### config.mk
export PLATFORM = sky130hd
export DESIGN_NAME = udp_tx_arbiter
export DESIGN_NICKNAME = d
export VERILOG_FILES = /design/src/rtl/udp_arb_pkg.sv /design/src/rtl/udp_tx_arbiter_rr_pick.sv /design/src/rtl/udp_tx_arbiter.sv
export SDC_FILE = /design/constraint.sdc
export NUM_CORES = 1
export LEC_CHECK = 0
export CORE_MARGIN = 2
export CORE_UTILIZATION = 40
export CTS_CLUSTER_DIAMETER = 40
export DETAILED_ROUTE_END_ITERATION = 16
export PLACE_DENSITY = 0.81
export SYNTH_ARGS = -nofsm -noshare
export SYNTH_HDL_FRONTEND = slang
export SYNTH_SLANG_ARGS = --single-unit
### constraint.sdc
create_clock -name mii_tx_clk -period 6.89 [get_ports mii_tx_clk]
set_input_delay 1.0335 -clock mii_tx_clk [delete_from_list [all_inputs] [get_ports mii_tx_clk]]
set_output_delay 1.0335 -clock mii_tx_clk [all_outputs]
set_load 0.02 [all_outputs]
### src/rtl/udp_arb_pkg.sv
// ----------------------------------------------------------------------------
// udp_arb_pkg: state encoding and protocol constants for udp_tx_arbiter.
// Rev 1.0
// ----------------------------------------------------------------------------
`default_nettype none

package udp_arb_pkg;

  typedef enum logic [1:0] {
    IDLE      = 2'd0,
    START     = 2'd1,
    WAIT_DONE = 2'd2,
    GAP       = 2'd3
  } arb_state_t;

  localparam int MII_IFG_CYCLES  = 24;
  localparam int UDP_MAX_PAYLOAD = 1472;

  function automatic logic [15:0] clamp_len(input logic [15:0] len,
                                            input logic [15:0] max_len);
    return (len > max_len) ? max_len : len;
  endfunction

endpackage

`default_nettype wire

### src/rtl/udp_tx_arbiter_rr_pick.sv
// ----------------------------------------------------------------------------
// rr_pick: combinational round-robin selector, scans from last+1 upward.
// Rev 1.0
// ----------------------------------------------------------------------------
`default_nettype none

module rr_pick #(
  parameter int N_REQ = 4,
  parameter int LW    = $clog2(N_REQ)
) (
  input  logic [N_REQ-1:0] req,
  input  logic [LW-1:0]    last,
  output logic [N_REQ-1:0] winner,
  output logic             any
);

  logic [LW-1:0] idx;
  logic          found;

  always_comb begin
    winner = '0;
    found  = 1'b0;
    idx    = '0;
    for (int k = 1; k <= N_REQ; k++) begin
      idx = LW'((int'(last) + k) % N_REQ);
      if (!found && req[idx]) begin
        winner[idx] = 1'b1;
        found       = 1'b1;
      end
    end
  end

  assign any = |req;

endmodule

`default_nettype wire

### src/rtl/udp_tx_arbiter.sv
// ----------------------------------------------------------------------------
// udp_tx_arbiter: round-robin scheduler for one UDP TX engine with IFG spacing.
// Define UDP_ARB_TIMEOUT_EN to add a WAIT_DONE watchdog driving tx_abort. Rev 1.0
// ----------------------------------------------------------------------------
`default_nettype none

module udp_tx_arbiter
  import udp_arb_pkg::*;
#(
  parameter int N_REQ          = 4,
  parameter int IFG_CYCLES     = MII_IFG_CYCLES,
  parameter int MAX_LEN        = UDP_MAX_PAYLOAD,
  parameter int TIMEOUT_CYCLES = 4096
) (
  input  logic               mii_tx_clk,
  input  logic               rst,
  input  logic [N_REQ-1:0]   req,
  input  logic [16*N_REQ-1:0] req_len,
  input  logic [16*N_REQ-1:0] req_port,
  output logic [N_REQ-1:0]   grant,
  output logic [N_REQ-1:0]   ack,
  output logic               tx_start,
  output logic [15:0]        tx_len,
  output logic [15:0]        tx_dst_port,
  input  logic               tx_done,
  output logic               tx_abort
);

  localparam int LW = $clog2(N_REQ);
  localparam int GW = $clog2(IFG_CYCLES + 1);

  arb_state_t       state;
  logic [LW-1:0]    last;
  logic [LW-1:0]    win_idx;
  logic [N_REQ-1:0] winner;
  logic [N_REQ-1:0] arb_req;
  logic             any;
  logic [15:0]      sel_len;
  logic [15:0]      sel_port;
  logic [GW-1:0]    gap_cnt;
  logic             zero_len;

  // The requester just acked is masked so a zero-length frame cannot re-win
  // before its owner has had a cycle to drop req.
  assign arb_req = req & ~ack;

  rr_pick #(.N_REQ(N_REQ), .LW(LW)) u_rr_pick (
    .req    (arb_req),
    .last   (last),
    .winner (winner),
    .any    (any)
  );

  always_comb begin
    win_idx  = '0;
    sel_len  = '0;
    sel_port = '0;
    for (int i = 0; i < N_REQ; i++) begin
      if (winner[i]) begin
        win_idx  = LW'(i);
        sel_len  = req_len[16*i +: 16];
        sel_port = req_port[16*i +: 16];
      end
    end
  end

`ifdef UDP_ARB_TIMEOUT_EN
  localparam int TW = $clog2(TIMEOUT_CYCLES + 1);
  logic [TW-1:0] tout_cnt;
`else
  assign tx_abort = 1'b0;
`endif

  always_ff @(posedge mii_tx_clk or posedge rst) begin
    if (rst) begin
      state       <= IDLE;
      grant       <= '0;
      ack         <= '0;
      tx_start    <= 1'b0;
      tx_len      <= '0;
      tx_dst_port <= '0;
      last        <= LW'(N_REQ - 1);
      gap_cnt     <= '0;
      zero_len    <= 1'b0;
`ifdef UDP_ARB_TIMEOUT_EN
      tout_cnt    <= '0;
      tx_abort    <= 1'b0;
`endif
    end else begin
      tx_start <= 1'b0;
      ack      <= '0;
`ifdef UDP_ARB_TIMEOUT_EN
      tx_abort <= 1'b0;
`endif
      case (state)
        IDLE: begin
          if (any) begin
            grant       <= winner;
            last        <= win_idx;
            tx_len      <= clamp_len(sel_len, 16'(MAX_LEN));
            tx_dst_port <= sel_port;
            zero_len    <= (sel_len == 16'd0);
            tx_start    <= (sel_len != 16'd0);
            state       <= START;
`ifdef UDP_ARB_TIMEOUT_EN
            tout_cnt    <= '0;
`endif
          end
        end
        START: begin
          // Zero-length frames never reach the engine: ack straight away, no gap.
          if (zero_len) begin
            ack   <= grant;
            grant <= '0;
            state <= IDLE;
          end else begin
            state <= WAIT_DONE;
          end
`ifdef UDP_ARB_TIMEOUT_EN
          tout_cnt <= tout_cnt + 1'b1;
`endif
        end
        WAIT_DONE: begin
          if (tx_done) begin
            ack     <= grant;
            grant   <= '0;
            gap_cnt <= '0;
            state   <= GAP;
          end
`ifdef UDP_ARB_TIMEOUT_EN
          else if (tout_cnt == TW'(TIMEOUT_CYCLES - 1)) begin
            tx_abort <= 1'b1;
            ack      <= grant;
            grant    <= '0;
            gap_cnt  <= '0;
            state    <= GAP;
          end else begin
            tout_cnt <= tout_cnt + 1'b1;
          end
`endif
        end
        GAP: begin
          if (gap_cnt == GW'(IFG_CYCLES - 1)) begin
            state <= IDLE;
          end else begin
            gap_cnt <= gap_cnt + 1'b1;
          end
        end
        default: state <= IDLE;
      endcase
    end
  end

endmodule

`default_nettype wire
* Word level (Yosys, flattened, before mapping)
Index checks and enable logic that the tools add are counted.
Cells by class: add/subtract/negate cells 5, order comparisons 9, equal/unequal tests 9, multiplexer cells 52, bitwise logic cells 5, reductions and logical operators 20
Operators with widths (count):
- 16-bit 2-to-1 mux | 9
- 4-bit 2-to-1 mux | 9
- 16-bit by 11-bit greater-than comparator with 1-bit output, second input constant | 1
- 16-bit logical NOT | 1
- 16-bit nonzero test | 1
- 1-bit 2-to-1 mux | 14
- 2-bit by 3-bit < comparator with 1-bit output, second input constant | 4
- 2-bit 2-to-1 mux | 6
- 4-bit OR | 3
- 4-bit case mux with 3 select lines | 1
- 5-bit 2-to-1 mux | 2
- 2-bit != test, second input constant | 5
- 5-bit case mux with 2 select lines | 1
- 1-bit binary-select mux with 2-bit select | 4
- 1-bit demux with 2-bit select | 4
- 2-bit by 1-bit >= comparator with 1-bit output, second input constant | 4
- 2-bit case mux with 4 select lines | 1
- 4-bit case mux with 2 select lines | 1
- 1-bit logical AND | 7
- 3-bit AND reduction | 2
- 5-bit by 1-bit adder with 5-bit output, second input constant | 1
- 5-bit equality test, second input constant | 1
- 2-bit by 1-bit adder with 2-bit output, second input constant | 2
- 2-bit adder, second input constant | 2
- other kinds (11) | 14
Storage, ports and cells: bits in registers 51, input port bits 135, output and inout bits 42, word-level logic and storage cells 109

* Longest topological paths before layout
Gate-level depths: netlist (run 1).
word-level depth 21, depth in mapped cells 14, mapped depth without buffers 11

* Modules after synthesis
From an unflattened synthesis (run 1), not the netlist that was laid out.
Unflattened totals: cell total of the unflattened synthesis 381, area total of the unflattened synthesis 3409.5 µm²
By module, submodules not included:
- udp_tx_arbiter | instances 1, cells each 342, area an instance 3044.2 µm², sequential area each 1278.7 µm²
- rr_pick | instances 1, cells each 39, area an instance 365.4 µm², sequential area each 0.0 µm²

* Least setup slack after synthesis (run 1)
No wires, ideal clock.
path kind input to register, start point input port req[1], end point register tx_start, setup time 119 ps, data arrival time 3441 ps, required time 6771 ps, setup slack 3330 ps, stages on the path 10, buffers on the path 1, path through nand2b_1 -> mux4_1 -> and3_1 -> a221o_1 -> and4_4 -> buf_6 -> a221oi_4 -> and3_1 -> nand4_1 -> and2_1
Between the ends: longest elaborated chain between the ends 20, elaborated cells on any way between the ends 33, those cells by class 21 x mux; 4 x bitwise; 8 x reduce/logical
Ends and longest elaborated chain:
- start, declared | line udp_tx_arbiter.sv:17 | input logic [N_REQ-1:0] req,
- 4-bit AND (*) | line udp_tx_arbiter.sv:45 | assign arb_req = req & ~ack;
- 1-bit binary-select mux with 2-bit select | line udp_tx_arbiter_rr_pick.sv:26 | if (!found && req[idx]) begin
- 1-bit 2-to-1 mux (implied by the code) | line udp_tx_arbiter_rr_pick.sv:26
- 1-bit 2-to-1 mux | line udp_tx_arbiter_rr_pick.sv:26
- 1-bit logical NOT | line udp_tx_arbiter_rr_pick.sv:26
- 1-bit logical AND | line udp_tx_arbiter_rr_pick.sv:26
- 1-bit 2-to-1 mux | line udp_tx_arbiter_rr_pick.sv:26
- 1-bit logical NOT | line udp_tx_arbiter_rr_pick.sv:26
- 1-bit logical AND | line udp_tx_arbiter_rr_pick.sv:26
- 1-bit 2-to-1 mux | line udp_tx_arbiter_rr_pick.sv:26
- 1-bit logical NOT | line udp_tx_arbiter_rr_pick.sv:26
- 1-bit logical AND | line udp_tx_arbiter_rr_pick.sv:26
- 4-bit 2-to-1 mux | line udp_tx_arbiter_rr_pick.sv:26
- 16-bit 2-to-1 mux (4 in series) | line udp_tx_arbiter.sv:59 | if (winner[i]) begin
- 16-bit nonzero test | line udp_tx_arbiter.sv:103 | tx_start <= (sel_len != 16'd0);
- 1-bit 2-to-1 mux (*) | line udp_tx_arbiter.sv:97 | if (any) begin
- 1-bit 2-to-1 mux (*) | line udp_tx_arbiter.sv:95 | case (state)
- end signal, assigned | line udp_tx_arbiter.sv:103
- end, declared | line udp_tx_arbiter.sv:22 | output logic tx_start,
Mark *: on every way between the ends. The rest lies on a longest branch, timed or not. The select of a mux whose other input is x is not followed. A chain may end at the register's enable or synchronous reset.

* Worst setup path in the final report (run 1)
Same ends and word-level chain as after synthesis.

==> metrics.md, run 1 <==
| Metric | Value |
|---|---|
| Core area | 8810 µm² |
| Drt via density | 5.94 |
| Peak supply drop | 0.000277 V |
| TritonRoute pass-1 iters | 5 |
| Die area | 9930 µm² |
| Routability-driven placement congestion ratio | 0.927 |
| Synthesized net count | 563 |
| Clock Sink Count | 51 |
| CTS H-tree depth | 2 |
| Number of flops mapped to enable cells by yosys | 0 |
| Skew final | 0.0108 ns |
| First-pass GRT wire length | 19,700 µm |
| Total power | 2.35 mW |
| Post-cts resize count | 0 |
| Count of different cell masters after synthesis | 63 |
| CP Data Arrival Time | 5.02 ns |
| Hold WC Path Type | reg -> reg |
| WL final | 12,100 µm |
| Synth Flop Type | dfrtp_1 |
| Max Clk Rate | 207 MHz |
| Worst-Margin Slew | 1.04 ns |
| Antenna cells | 0 |
| Setup TNS | 0 ns |
| Row Count | 34 |
| Total GRT Usage | 24.3% |
| Clock root cell | clkbuf_8 |
| Clock Latency Late Sink | 0.30 ns |
| Post-Syn Area | 3660 µm² |
| Fin. Hold Viols | 0 |
| Post-CTS setup buffers | 0 |
| I/O Pins | 177 |
| Post-synthesis sequential area ratio | 35.0% |
| Type of the worst setup path | in -> reg |
| MaxCap Viol Count | 0 |
| DP Wirelength | 9230 µm |
| Area grow syn2layout | 51.1% |
| CTS Buf Count | 5 |
| Antenna Violating Nets Remaining | 0 |
| WP data required | 7.09 ns |
| Buffers on Ports | 175 |
| Worst-path clk slew | 0.09 ns |
| CTS tree | yes |
| Largest net degree at the start of global routing | 55 |
| CTS Hold Bufs | 0 |
| Mapped Cells | 414 |
| Crit share post-route | 70.0% |
| Chip Height | 99.6 µm |
| Max FO, Critical Path | 24 |
| YS warnings | 0 |
| Asr flop ratio synth | 100% |
| Cell Pwr Density | 425 nW/µm² |
| Crit. End Element | flip-flop |
| Die span in x | 99.6 µm |
| Drt initial violations | 259 |
| Max clock buf depth | 2 |
| Fin crit period | 4.82 ns |
| Syn Area/Cell | 8.84 µm² |
| RSZ-0062 raised after global routing | no |
| Outcome | complete, no violations |
| Static leakage | 2.17 nW |
| CP Launch Type | primary input |
| Number of synthesized register bits | 51 |
| Final net count | 718 |
| Grt total ovfl | 0 |
| Post-route DRC | 0 |
| Setup-failing EPs final | 0 |
| Initial Util | 41.5% |
| Via count | 4,025 |
| Initial antenna violation count | 0 |
| Slew margin rel. | 30.5% |
| Max Slew Vio Count | 0 |
| Vias in the first global route | 4,037 |
| DR WL/cell | 17.8 µm |
| Share of layout cells above drive strength 1 | 5.96% |
state kept, by name (all words and copies together), names as in the netlist, named ones only:
name / cells
zero_len: 1
grant: 4
tx_start: 1
last: 2
tx_dst_port: 16
gap_cnt: 5
tx_len: 16
ack: 4
state: 1
layout make-up:
cell class | count | area, µm²
Clock buffer | 5 | 68.8
Tap cell | 108 | 135
Inverter | 12 | 45.0
Clock inverter | 3 | 43.8
Sequential cell | 51 | 1280
Fill cell | 765 | 3280
Multi-Input combinational cell | 321 | 2180
Timing Repair Buffer | 178 | 1770
worst max-delay path, cell delays in order:
cell,delay (ns)
clkdlybuf4s50_1,0.48
nor2b_1,0.37
mux4_2,0.44
nor2_4,0.06
a22oi_1,0.71
nand3_1,0.31
buf_4,0.34
a21oi_1,0.15
a21oi_1,0.08
a21oi_1,0.64
nand4_1,0.20
and2_1,0.20
synthesized netlist by cell type (all sizes together) (2+ instances only):
cell	n	share of area [%]
dfrtp	49	34
o21ai	42	5.7
nand2	33	3.4
nor2	30	3.3
nand3	22	3.0
a221oi	20	5.6
a22oi	19	3.9
clkbuf	16	1.6
buf	14	2.6
ha	14	4.8
and2	12	2.1
inv	12	1.2
nand4	11	1.9
a22o	9	2.2
nor3	9	1.2
a21oi	8	1.4
a311oi	8	1.9
a31oi	8	1.4
nand2b	8	1.4
nor2b	8	1.4
a32oi	6	1.4
and3	5	0.85
a2bb2oi	4	1.1
o211ai	4	0.82
a211oi	3	0.75
nor4	3	0.68
o21a	3	0.62
o221ai	3	0.89
or4	3	0.62
a21o	2	0.41
a221o	2	0.55
dfstp	2	1.4
mux4	2	1.3
o2111ai	2	0.48
o22ai	2	0.34
o2bb2ai	2	0.48
or2	2	0.34
or3	2	0.34
cell usage in the layout, fill, tap and decap left out, types with 3 or more instances in the layout:
master	n
clkdlybuf4s50_1	175
dfrtp_1	49
nand2_1	33
o21ai_0	31
nor2_1	29
nand3_1	22
a22oi_1	19
a221oi_1	17
ha_1	14
and2_1	12
nand4_1	11
o21ai_1	11
inv_1	10
nor3_1	9
a22o_1	9
nor2b_1	8
a31oi_1	8
a311oi_1	8
nand2b_1	7
a21oi_1	7
a32oi_1	6
and3_1	5
clkbuf_8	5
o211ai_1	4
a2bb2oi_1	3
or4_1	3
o21a_1	3
buf_4	3
per-stage QoR:
stage	hold WS, ns	utilization, %	setup slack, ns	cell area (µm²)	std cells
finish	0.485	62.8	2.07	5530	678
detailed placement	0.469	61.5	1.90	5420	670
global placement	0.462	61.5	2.06	5420	670
global route	0.517	62.8	1.87	5530	678
floorplan	0.479	-	3.33	3660	414
CTS	0.492	62.8	2.20	5530	678
routing by layer:
layer / track usage, % / part of all wire (%) / up-vias
met1: 31.6 / 40 / 1916
met5: 0 / 0 / -
met2: 42.6 / 52 / 194
met4: 4.00 / 0.93 / 0
li1: - / - / 1901
met3: 4.78 / 7.5 / 14
where the power goes:
part | switching [mW] | internal (mW)
logic | 1.01 | 0.669
clock network | 0.0965 | 0.108
registers | 0.0708 | 0.393
final timing paths:
check / from / endpoint / slack (ns) / cells past startpoint
hold / removal: tx_dst_port[15]$_DFFE_PP0P_ / tx_dst_port[15]$_DFFE_PP0P_ / 0.48 / 2
setup reg to reg: last[1]$_DFFE_PP1P_ / tx_start$_DFF_PP0_ / 2.42 / 11
min in group asynchronous: rst / tx_dst_port[0]$_DFFE_PP0P_ / 1.30 / 2
hold reg to reg: tx_dst_port[15]$_DFFE_PP0P_ / tx_dst_port[15]$_DFFE_PP0P_ / 0.48 / 2
setup / recovery: req[1] / tx_start$_DFF_PP0_ / 2.07 / 12
max in group asynchronous: rst / tx_dst_port[8]$_DFFE_PP0P_ / 4.93 / 2
cells by family after synthesis:
logic type | Yosys count | synth area share (%)
multiplexers | 3 | 1.64
AND/OR/NAND/NOR | 149 | 20.8
buffers and inverters | 42 | 5.44
AO/OA/AOI/OAI | 154 | 32.3
flip-flops | 51 | 35.0
other | 1 | 0.103
adder cells (fa/ha/maj) | 14 | 4.79
No activity file was read; power rests on OpenSTA's default activity.
==> inputs of run 2 (changes only) <==
- clock period: 6.89 -> 5 ns (I/O delays scaled with it)
==> run 2 against run 1 <==
Net effect:
- critical path depth shrank 1
- clock skew decreased by 0.0056 ns
- worst hold slack got worse by 0.0011 ns
- largest cell class unchanged
- critical endpoint unchanged
==> metrics.md, run 2 (synthesis results as in run 1) <==
| Metric | Value |
|---|---|
| Register share of total power | 19.2% (-0.6 points) |
| Worst setup path start | last[0]$_DFFE_PP1P_ |
| Routability-driven placement congestion ratio | 0.887 (-4.4%) |
| Commonest non-fill, non-tap cells in the layout | clkdlybuf4s50_1, dfrtp_1, nand2_1, o21ai_0, nor2_1 |
| Setup TNS | 0 ns (unchanged) |
| Crit-path cells | inv_2 -> ha_1 -> or3_1 -> nand3_1 -> nand4_1 -> and3_1 -> o21ai_0 -> a21oi_1 -> a21oi_1 -> nand4_1 -> and2_1 |
| Total GRT Usage | 24.2% (-0.032 points) |
| RR Endpoint | tx_start$_DFF_PP0_ |
| Type of the worst setup path | reg -> reg |
| Outcome | complete, no violations |
| Fin crit period | 4.20 ns |
| Clock Sink Count | 51 (unchanged) |
| Sw frac | 49.6% (-0.51 points) |
| Hold_ws | 0.484 ns (-0.00115 ns) |
| Worst-path clk slew | 0.09 ns (about the same) |
| Buffers on Ports | 175 (unchanged) |
| Multi-input logic area | 2180 µm² (unchanged) |
| Clock network fraction of design power | 9.2% (+0.5 points) |
| CTS tree | yes |
| CTS Buf Count | 5 (unchanged) |
| Dpl cells | 674 (+0.60%) |
| Regs by FF count | tx_dst_port (16), tx_len (16), gap_cnt (5) |
| Commonest non-fill, non-tap cell in the layout | clkdlybuf4s50_1 |
| Delay of the slowest cell on the worst path | 0.68 ns (-0.03 ns) |
| CP Data Arrival Time | 4.40 ns (-0.62 ns) |
| Drt via density | 5.94 (about the same) |
| MaxCap Viol Count | 0 (unchanged) |
| Setup-failing EPs final | 0 (unchanged) |
| Area grow syn2layout | 52.1% |
| Row Count | 34 (unchanged) |
| Via count | 4,052 (+0.67%) |
| Share of layout cells above drive strength 1 | 6.62% (+0.66 points) |
| Sw power | 1.64 mW (+39%) |
| Max FO, Critical Path | 12 (-50%) |
| Fin. Hold Viols | 0 (unchanged) |
| Setup ws final | 0.804 ns (-1.26 ns) |
| CTS H-tree depth | 2 (unchanged) |
| WP data required | 5.20 ns (-1.89 ns) |
| Cell Pwr Density | 594 nW/µm² (+40%) |
| DR WL/cell | 17.7 µm (-0.50%) |
| Antenna Violating Nets Remaining | 0 (unchanged) |
| Slowest-stage cell, CP | a21oi_1 |
| CTS Hold Bufs | 0 (unchanged) |
| Worst-Margin Slew | 1.04 ns (-0.00425 ns) |
| Comb pwr share | 71.6% (about the same) |
| Clock root cell | clkbuf_8 |
| Reg area | 1280 µm² (unchanged) |
| Grt total ovfl | 0 (unchanged) |
| Cells on Worst Hold Path | 2 (unchanged) |
| Hold WC Path Type | reg -> reg |
| Slew margin rel. | 30.8% (+0.38 points) |
| CP delay by family, top | simple AND/OR/NAND/NOR gates |
| RSZ-0062 raised after global routing | no |
| WL final | 12,100 µm (about the same) |
| Chip Height | 99.6 µm (unchanged) |
| Total power | 3.30 mW (+41%) |
| Max Clk Rate | 238 MHz |
| Post-cts resize count | 0 (unchanged) |
| Die span in x | 99.6 µm (unchanged) |
| Core area | 8810 µm² (unchanged) |
| Skew final | 0.00526 ns (-0.00556 ns) |
| CP Launch Type | flip-flop |
| Worst R2R Setup Slack | 0.80 ns (-1.62 ns) |
| Reg2Reg Depth | 11 (unchanged) |
| Die area | 9930 µm² (unchanged) |
| First-pass GRT wire length | 19,700 µm (-0.14%) |
| DP Wirelength | 9300 µm (+0.76%) |
| I/O Pins | 177 (unchanged) |
| TritonRoute pass-1 iters | 5 (unchanged) |
| Peak supply drop | 0.000312 V (+13%) |
| Antenna cells | 0 (unchanged) |
| Max clock buf depth | 2 (unchanged) |
| Non-filler cells, final | 682 (+0.59%) |
| Drt initial violations | 239 (-7.7%) |
| Largest net degree at the start of global routing | 52 (-5.5%) |
| Static leakage | 2.19 nW (+1.0%) |
| Initial Util | 41.5% (unchanged) |
| Clock Latency Late Sink | 0.30 ns (about the same) |
| Post-route DRC | 0 (unchanged) |
| Crit. End Element | flip-flop |
| Int Power | 1.66 mW (+42%) |
| Post-CTS setup buffers | 0 (unchanged) |
| Initial antenna violation count | 0 (unchanged) |
| Worst Setup EP | tx_start$_DFF_PP0_ |
| Final net count | 722 (+0.56%) |
| Vias in the first global route | 4,115 (+1.9%) |
| Worst r2r src | last[0]$_DFFE_PP1P_ |
| Crit share post-route | 83.9% |
| Stages on worst setup path | 11 (-1) |
| Number of buffers and inverters on the critical path | 1 (-1) |
| Max Slew Vio Count | 0 (unchanged) |
| Dpl ws | 0.648 ns (-1.25 ns) |
| Layout fillers | 753 (-1.6%) |
## run 2: worst min-delay path by stage
| stage | startpoint | endpoint | slack, ns |
|---|---|---|---|
| after floorplan | zero_len$_DFFE_PP0P_ | zero_len$_DFFE_PP0P_ | 0.48 |
| after global placement | tx_dst_port[12]$_DFFE_PP0P_ | tx_dst_port[12]$_DFFE_PP0P_ | 0.46 |
| after detailed placement | tx_dst_port[12]$_DFFE_PP0P_ | tx_dst_port[12]$_DFFE_PP0P_ | 0.47 |
| after CTS | tx_dst_port[12]$_DFFE_PP0P_ | tx_dst_port[12]$_DFFE_PP0P_ | 0.49 |
| after global routing | tx_len[13]$_DFFE_PP0P_ | tx_len[13]$_DFFE_PP0P_ | 0.51 |
| final | tx_dst_port[13]$_DFFE_PP0P_ | tx_dst_port[13]$_DFFE_PP0P_ | 0.48 |
## run 2: per-stage QoR
stage          cell area (µm²)  util [%]
2_1_floorplan             3660         -
3_3_place_gp              5450      61.8
3_5_place_dp              5450      61.8
4_1_cts                   5560      63.2
5_1_grt                   5560      63.2
6_report                  5560      63.2
## run 2: final cells by class
cell class | instances | share of cell area (%)
clock inverter | 2 | 0.630
timing repair buffer | 182 | 32.4
tap | 108 | 2.43
sequential | 51 | 23.0
inverter | 12 | 0.810
clock buffer | 6 | 1.48
multi-input combinational | 321 | 39.2
## run 2: per-layer routing
layer  track usage, %  routed length, µm  part of all wire [%]  vias up
li1                 -                  -                     -     1913
met1             32.0               5070                    42     1947
met2             40.7               5920                    49      165
met3             4.64                768                   6.4       27
met4             6.85                298                   2.5        0
met5                0                  0                     0        -
## run 2: power groups by stage
stage | logic (mW) | clock network, mW | registers [mW]
floorplan | 1.62 | 0 | 0.722
global placement | 2.27 | 0 | 0.636
detailed placement | 2.34 | 0 | 0.641
CTS | 2.35 | 0.308 | 0.634
global route | 2.60 | 0.325 | 0.652
finish | 2.37 | 0.302 | 0.634
## run 2: tightest hold or removal path: cells and delay by family, from the launching register on
| kind | cells | cell delay, ns |
|---|---|---|
| flip-flops | 1 | 0.35 |
| AO/OA/AOI/OAI | 1 | 0.06 |
| AND/OR/NAND/NOR | 1 | 0.04 |
